<file path="src/rtl/brlite_svc_buffer_pkg.sv">
// Shared types for the BrLite service-receive buffer: router-side flit,
// NI-side service entry and the service class encoding.
package brlite_svc_buffer_pkg;

   typedef enum logic [1:0] {
      BR_SVC_TGT   = 2'd0,
      BR_SVC_ALL   = 2'd1,
      BR_SVC_MON   = 2'd2,
      BR_SVC_CLEAR = 2'd3
   } brlite_service_t;

   typedef struct packed {
      logic [7:0]  ksvc;
      logic [15:0] seq_source;
      logic [15:0] producer;
      logic [31:0] payload;
   } brlite_svc_t;

   typedef struct packed {
      brlite_service_t service;
      logic [7:0]      ksvc;
      logic [15:0]     seq_source;
      logic [15:0]     producer;
      logic [31:0]     payload;
   } brlite_in_t;

   localparam int SVC_W = $bits(brlite_svc_t);

   // Monitor and clear flits are housekeeping traffic and never reach the CPU.
   function automatic logic is_drop_service(input brlite_service_t s);
      return (s == BR_SVC_MON) || (s == BR_SVC_CLEAR);
   endfunction

   function automatic brlite_svc_t strip_service(input brlite_in_t f);
      brlite_svc_t r;
      r.ksvc       = f.ksvc;
      r.seq_source = f.seq_source;
      r.producer   = f.producer;
      r.payload    = f.payload;
      return r;
   endfunction

endpackage

</file>
<file path="src/rtl/brlite_svc_buffer_if.sv">
// Router-side req/ack flit channel plus NI-side service-receive view.
// Signal suffixes are from the buffer's point of view.
interface brlite_svc_buffer_if #(
   parameter int DEPTH      = 8,
   parameter int DROP_CNT_W = 16
);
   import brlite_svc_buffer_pkg::*;

   logic                    br_req_i;
   logic                    br_ack_o;
   brlite_in_t              br_data_i;
   logic                    br_svc_rx_o;
   logic                    br_svc_ack_i;
   brlite_svc_t             br_svc_data_o;
   logic [$clog2(DEPTH):0]  level_o;
   logic [DROP_CNT_W-1:0]   drop_cnt_o;

   modport slave (
      input  br_req_i, br_data_i, br_svc_ack_i,
      output br_ack_o, br_svc_rx_o, br_svc_data_o, level_o, drop_cnt_o
   );

   modport master (
      output br_req_i, br_data_i, br_svc_ack_i,
      input  br_ack_o, br_svc_rx_o, br_svc_data_o, level_o, drop_cnt_o
   );

endinterface

</file>
<file path="src/rtl/brlite_svc_buffer_fifo.sv">
// Generic power-of-two FIFO with separate occupancy counter and a
// combinational read of the head entry.
module brlite_svc_buffer_fifo #(
   parameter int DEPTH = 8,
   parameter int WIDTH = 72
) (
   input  logic                     clk_i,
   input  logic                     rst_ni,
   input  logic                     i_push,
   input  logic [WIDTH-1:0]         i_data,
   input  logic                     i_pop,
   output logic [WIDTH-1:0]         o_data,
   output logic                     o_full,
   output logic                     o_empty,
   output logic [$clog2(DEPTH):0]   o_level
);

   localparam int PTR_W = $clog2(DEPTH);
   localparam int LVL_W = PTR_W + 1;

   logic [PTR_W-1:0] r_wr_ptr;
   logic [PTR_W-1:0] r_rd_ptr;
   logic [LVL_W-1:0] r_level;
   logic [WIDTH-1:0] r_mem [DEPTH];

   logic w_push;
   logic w_pop;

   assign o_full  = (r_level == LVL_W'(DEPTH));
   assign o_empty = (r_level == '0);
   assign w_push  = i_push && !o_full;
   assign w_pop   = i_pop && !o_empty;

   // NOTE: registers use non-blocking assignments so every update sees pre-edge values.
   always_ff @(posedge clk_i) begin
      if (!rst_ni) begin
         r_wr_ptr <= '0;
         r_rd_ptr <= '0;
         r_level  <= '0;
      end else begin
         if (w_push) r_wr_ptr <= r_wr_ptr + PTR_W'(1);
         if (w_pop)  r_rd_ptr <= r_rd_ptr + PTR_W'(1);
         case ({w_push, w_pop})
            2'b10:   r_level <= r_level + LVL_W'(1);
            2'b01:   r_level <= r_level - LVL_W'(1);
            default: r_level <= r_level;
         endcase
      end
   end

   // NOTE: storage is deliberately left out of reset; the pointers alone define validity.
   always_ff @(posedge clk_i) begin
      if (w_push) r_mem[r_wr_ptr] <= i_data;
   end

   assign o_data  = r_mem[r_rd_ptr];
   assign o_level = r_level;

endmodule

</file>
<file path="src/rtl/brlite_svc_buffer.sv">
// Receive buffer between the BrLite router local port and the NI service MMRs:
// handshake, service classification, discard counter; storage in the FIFO.
module brlite_svc_buffer
   import brlite_svc_buffer_pkg::*;
#(
   parameter int DEPTH      = 8,
   parameter int DROP_CNT_W = 16
) (
   input  logic               clk_i,
   input  logic               rst_ni,
   brlite_svc_buffer_if.slave bus
);

   logic                    r_ack;
   logic [DROP_CNT_W-1:0]   r_drop_cnt;

   logic                    w_is_drop;
   logic                    w_full;
   logic                    w_empty;
   logic                    w_accept;
   logic                    w_push;
   logic [$clog2(DEPTH):0]  w_level;
   brlite_svc_t             w_head;

   assign w_is_drop = is_drop_service(bus.br_data_i.service);
   // The ack guard stops a second accept while the router is still lowering req.
   assign w_accept  = bus.br_req_i && !r_ack && (w_is_drop || !w_full);
   assign w_push    = w_accept && !w_is_drop;

   always_ff @(posedge clk_i) begin
      if (!rst_ni) begin
         r_ack      <= 1'b0;
         r_drop_cnt <= '0;
      end else begin
         r_ack <= w_accept;
         if (w_accept && w_is_drop && (r_drop_cnt != '1))
            r_drop_cnt <= r_drop_cnt + DROP_CNT_W'(1);
      end
   end

   brlite_svc_buffer_fifo #(
      .DEPTH (DEPTH),
      .WIDTH (SVC_W)
   ) u_fifo (
      .clk_i   (clk_i),
      .rst_ni  (rst_ni),
      .i_push  (w_push),
      .i_data  (strip_service(bus.br_data_i)),
      .i_pop   (bus.br_svc_ack_i),
      .o_data  (w_head),
      .o_full  (w_full),
      .o_empty (w_empty),
      .o_level (w_level)
   );

   assign bus.br_ack_o      = r_ack;
   assign bus.br_svc_rx_o   = !w_empty;
   assign bus.br_svc_data_o = w_head;
   assign bus.level_o       = w_level;
   assign bus.drop_cnt_o    = r_drop_cnt;

endmodule
</file>
<file path="src/flat_wrapper.sv">
// flat-port wrapper written by rule: the top's interface ports become plain ports
module brlite_svc_buffer_flat import brlite_svc_buffer_pkg::*;
#(
   parameter int DEPTH      = 8,
   parameter int DROP_CNT_W = 16
)
  (clk_i, rst_ni, bus_br_req_i, bus_br_data_i, bus_br_svc_ack_i, bus_br_ack_o, bus_br_svc_rx_o, bus_br_svc_data_o, bus_level_o, bus_drop_cnt_o);
  brlite_svc_buffer_if #(.DEPTH(DEPTH), .DROP_CNT_W(DROP_CNT_W)) bus_i ();
  input  logic clk_i;
  input  logic rst_ni;
  input wire logic [$bits(bus_i.br_req_i)-1:0] bus_br_req_i;
  input wire logic [$bits(bus_i.br_data_i)-1:0] bus_br_data_i;
  input wire logic [$bits(bus_i.br_svc_ack_i)-1:0] bus_br_svc_ack_i;
  output wire logic [$bits(bus_i.br_ack_o)-1:0] bus_br_ack_o;
  output wire logic [$bits(bus_i.br_svc_rx_o)-1:0] bus_br_svc_rx_o;
  output wire logic [$bits(bus_i.br_svc_data_o)-1:0] bus_br_svc_data_o;
  output wire logic [$bits(bus_i.level_o)-1:0] bus_level_o;
  output wire logic [$bits(bus_i.drop_cnt_o)-1:0] bus_drop_cnt_o;
  assign bus_i.br_req_i = bus_br_req_i;
  assign bus_i.br_data_i = bus_br_data_i;
  assign bus_i.br_svc_ack_i = bus_br_svc_ack_i;
  assign bus_br_ack_o = bus_i.br_ack_o;
  assign bus_br_svc_rx_o = bus_i.br_svc_rx_o;
  assign bus_br_svc_data_o = bus_i.br_svc_data_o;
  assign bus_level_o = bus_i.level_o;
  assign bus_drop_cnt_o = bus_i.drop_cnt_o;
  brlite_svc_buffer #(.DEPTH(DEPTH), .DROP_CNT_W(DROP_CNT_W)) u_core (.clk_i(clk_i), .rst_ni(rst_ni), .bus(bus_i));
endmodule
</file>
<file path="config.mk">
export PLATFORM = sky130hd
export DESIGN_NAME = brlite_svc_buffer_flat
export DESIGN_NICKNAME = d
export VERILOG_FILES = /design/src/rtl/brlite_svc_buffer_pkg.sv /design/src/rtl/brlite_svc_buffer_if.sv /design/src/rtl/brlite_svc_buffer_fifo.sv /design/src/rtl/brlite_svc_buffer.sv /design/src/flat_wrapper.sv
export SDC_FILE = /design/constraint.sdc
export NUM_CORES = 1
export LEC_CHECK = 0
export ABC_AREA = 1
export CAP_MARGIN = 20
export CORE_ASPECT_RATIO = 0.75
export CORE_UTILIZATION = 38
export DETAILED_ROUTE_END_ITERATION = 10
export MAX_ROUTING_LAYER = met4
export PLACE_DENSITY_LB_ADDON = 0.08
export SETUP_SLACK_MARGIN = 0.1
export SLEW_MARGIN = 5
export SYNTH_ARGS = -nofsm -noshare
export SYNTH_HDL_FRONTEND = slang
export SYNTH_HIERARCHICAL = 1
export SYNTH_SLANG_ARGS = --single-unit
</file>
<file path="constraint.sdc">
create_clock -name clk_i -period 7.4 [get_ports clk_i]
set_clock_uncertainty 0.05 [all_clocks]
set_input_delay 0.74 -clock clk_i [delete_from_list [all_inputs] [get_ports clk_i]]
set_output_delay 0.74 -clock clk_i [all_outputs]
set_load 0.005 [all_outputs]
</file>
==> impl_metrics.py <==
metrics = {
    "detailed_routing": {
        "drt_iter0_markers": 897,
        "via_count": 14500,
        "routedWlPerCell_um": 19.4,
        "routed_wl_mm": 56.8,
        "detail_route.vias_per_cell": 4.94,
        "drc": 0,
        "dr.pass1.iters": 4,
        "ant_nets": 0,
    },
    "cells_and_area": {
        "synthToLayoutAreaGrowth_pct": 19.2,
        "drive_above_1_share_pct": 6.99,
        "layout_common_cells": "edfxtp_1 (576), nor2_1 (331), nand2_1 (267)",
        "layout.nets": 2109,
        "stdcell_area_mm2": 0.0287,
        "fillerInstances": 5580,
        "regArea_mm2": 0.0179,
        "final_common_cell": "edfxtp_1",
        "multiInputGateArea_mm2": 0.00549,
    },
    "setup_path": {
        "critPathCaptureType": "output port",
        "crit_arrival_ns": 3.85,
        "setup.worst_path.class": "register to output port",
        "r2r_cells": 12,
        "critPathLaunchType": "register",
        "path_max_fanout": 119,
        "regToRegSetupSlack_ns": 4.06,
        "critPathRequiredTime_ns": 6.61,
    },
    "global_route": {
        "grt_pass1_wl_mm": 85.5,
        "antenna_found_initial": 6,
        "grt_overflow": 0,
        "track_usage_pct": 18.2,
        "grt_max_degree": 170,
        "grt_pass1_vias": 14100,
    },
    "run": {
        "drv_cap": 0,
    },
    "clocking": {
        "root_buffer": "clkbuf_16",
        "clkLatencyLatePin_ns": 0.59,
        "post_cts_buffers": 0,
        "cts_resized": 0,
        "hold_buffers": 0,
        "clock_path_buffers": 3,
        "cts_tree": "yes",
        "cts_buffers": 66,
        "clk_pin_slew_worst_paths_ns": 0.06,
        "cts_max_level": 3,
        "cts.sinks": 606,
    },
    "sta": {
        "slew_headroom_pct": 32.5,
        "fin_crit_ns": 4.64,
        "holdWs_ns": 0.434,
        "fmax_ghz": 0.216,
        "drv_slew": 0,
        "hold_viol_final": 0,
        "tns_ns": 0,
        "setup_viol": 0,
        "period_share_pct": 62.7,
        "setup_ws_ns": 2.76,
        "tightestPinTransition_ns": 1.01,
        "rsz0062_at_grt": "no",
    },
    "floorplanning": {
        "dieArea_mm2": 0.0644,
        "coreArea_mm2": 0.0624,
        "die_y_um": 220,
        "row_count": 79,
        "die_w_um": 293,
        "pin_count": 172,
        "start_util_pct": 38.6,
    },
    "pwr": {
        "ir_drop_v": 0.000215,
        "powerDensity_mw_per_mm2": 334,
        "power_mw": 9.59,
        "power_leakage_nw": 9.56,
    },
    "yosys": {
        "synth_cells": 1866,
        "synth_cell_types": 32,
        "netlist_area_mm2": 0.0241,
        "async_reset_ff_share_pct": 0,
        "ys_seq_area_share_pct": 74.3,
        "ys_ff_latch": 606,
        "yosys_most_used_dff": "edfxtp_1",
        "syn-num-nets": 1950,
        "synth_edf_count": 576,
        "postSynthAreaPerCell_um2": 12.9,
        "yosys_warnings": 6,
    },
    "placed_design": {
        "placedInstanceArea_mm2": 0.0265,
        "hpwl_mm": 28.2,
        "pre_cts_ws_ns": 3.31,
        "port_buffers": 170,
        "gp_congestion": 0.737,
    },
    "min_path": {
        "hold_path.class": "register to register",
        "hold_depth": 1,
    },
    "status": {
        "outcome": "finished, final reports clean",
    },
}
==> where the power goes <==
part	internal, mW	switching (mW)
clock network	2.02	1.30
registers	3.86	0.107
logic	0.978	1.32
total	6.86	2.73
==> final timing paths <==
| kind | startpoint | end |
|---|---|---|
| max reg2reg | u_core/u_fifo/o_level[2]$_SDFFE_PN0P_ | u_core/u_fifo/r_mem[7][45]$_DFFE_PP_ |
| max | register | bus_br_svc_data_o[54] |
| min | u_core/u_fifo/r_rd_ptr[0]$_SDFFE_PN0P_ | u_core/u_fifo/r_rd_ptr[0]$_SDFFE_PN0P_ |
| min reg2reg | u_core/u_fifo/r_rd_ptr[0]$_SDFFE_PN0P_ | u_core/u_fifo/r_rd_ptr[0]$_SDFFE_PN0P_ |
==> stage by stage <==
step / util [%] / cells
2_1_floorplan: - / 1866
3_3_place_gp: 42.5 / 2807
3_5_place_dp: 42.5 / 2807
4_1_cts: 46.0 / 2923
5_1_grt: 46.0 / 2929
6_report: 46.0 / 2929
==> logic make-up (layout without fill, tap and decap cells) <==
group                    after synthesis  in the layout  synth area share, %
adder cells (fa/ha/maj)                6              6                0.312
buffers and inverters                139            346                 3.15
multiplexers                          72             72                 2.99
AO/OA/AOI/OAI                        390            390                 8.49
AND/OR/NAND/NOR                      649            649                 10.6
XOR/XNOR                               4              4                0.145
flip-flops                           606            606                 74.3
other                                  0              6                    0
==> Yosys cell counts (all sizes together), types with 6 or more instances <==
cell	n	area [µm²]
nand3	25	140
inv	35	131
mux2i	72	721
nor2	346	1340
ha	6	75.1
clkbuf	38	143
o21ai	300	1510
buf	66	484
dfxtp	30	601
edfxtp	576	17300
a21oi	18	90.1
nand2	270	1020
o22ai	72	450
==> layout make-up <==
cell class	count	share of cell area [%]
clock inverter	33	1.28
clock buffer	83	6.34
inverter	35	0.479
sequential	606	62.4
tap	850	3.70
multi-input combinational	1121	19.1
antenna	6	0.0523
timing repair buffer	195	6.67
==> flip-flops by register name, indices dropped and copies added (netlist names), named ones only <==
register / cells
u_core/bus.br_ack_o: 1
u_core/bus.drop_cnt_o: 16
u_core/u_fifo/o_level: 4
u_core/u_fifo/r_mem: 576
u_core/u_fifo/r_rd_ptr: 3
u_core/u_fifo/r_wr_ptr: 3
==> layer usage <==
layer | vias up | wire length (µm) | track usage (%)
met5 | - | 0 | -
met4 | 0 | 988 | 4.62
met3 | 78 | 1990 | 3.79
met2 | 215 | 27300 | 29.3
met1 | 7137 | 26500 | 23.6
li1 | 7049 | - | -
==> worst max-delay path, cell delays in order (launching register included) <==
cell and delay, ns:
dfxtp_4 0.59, inv_6 0.83, buf_4 0.72, nor2_1 0.08, o22ai_1 0.23, nand2_1 0.08
nand2_1 0.18, clkdlybuf4s50_1 0.53
(Power assumes the default switching activity.)
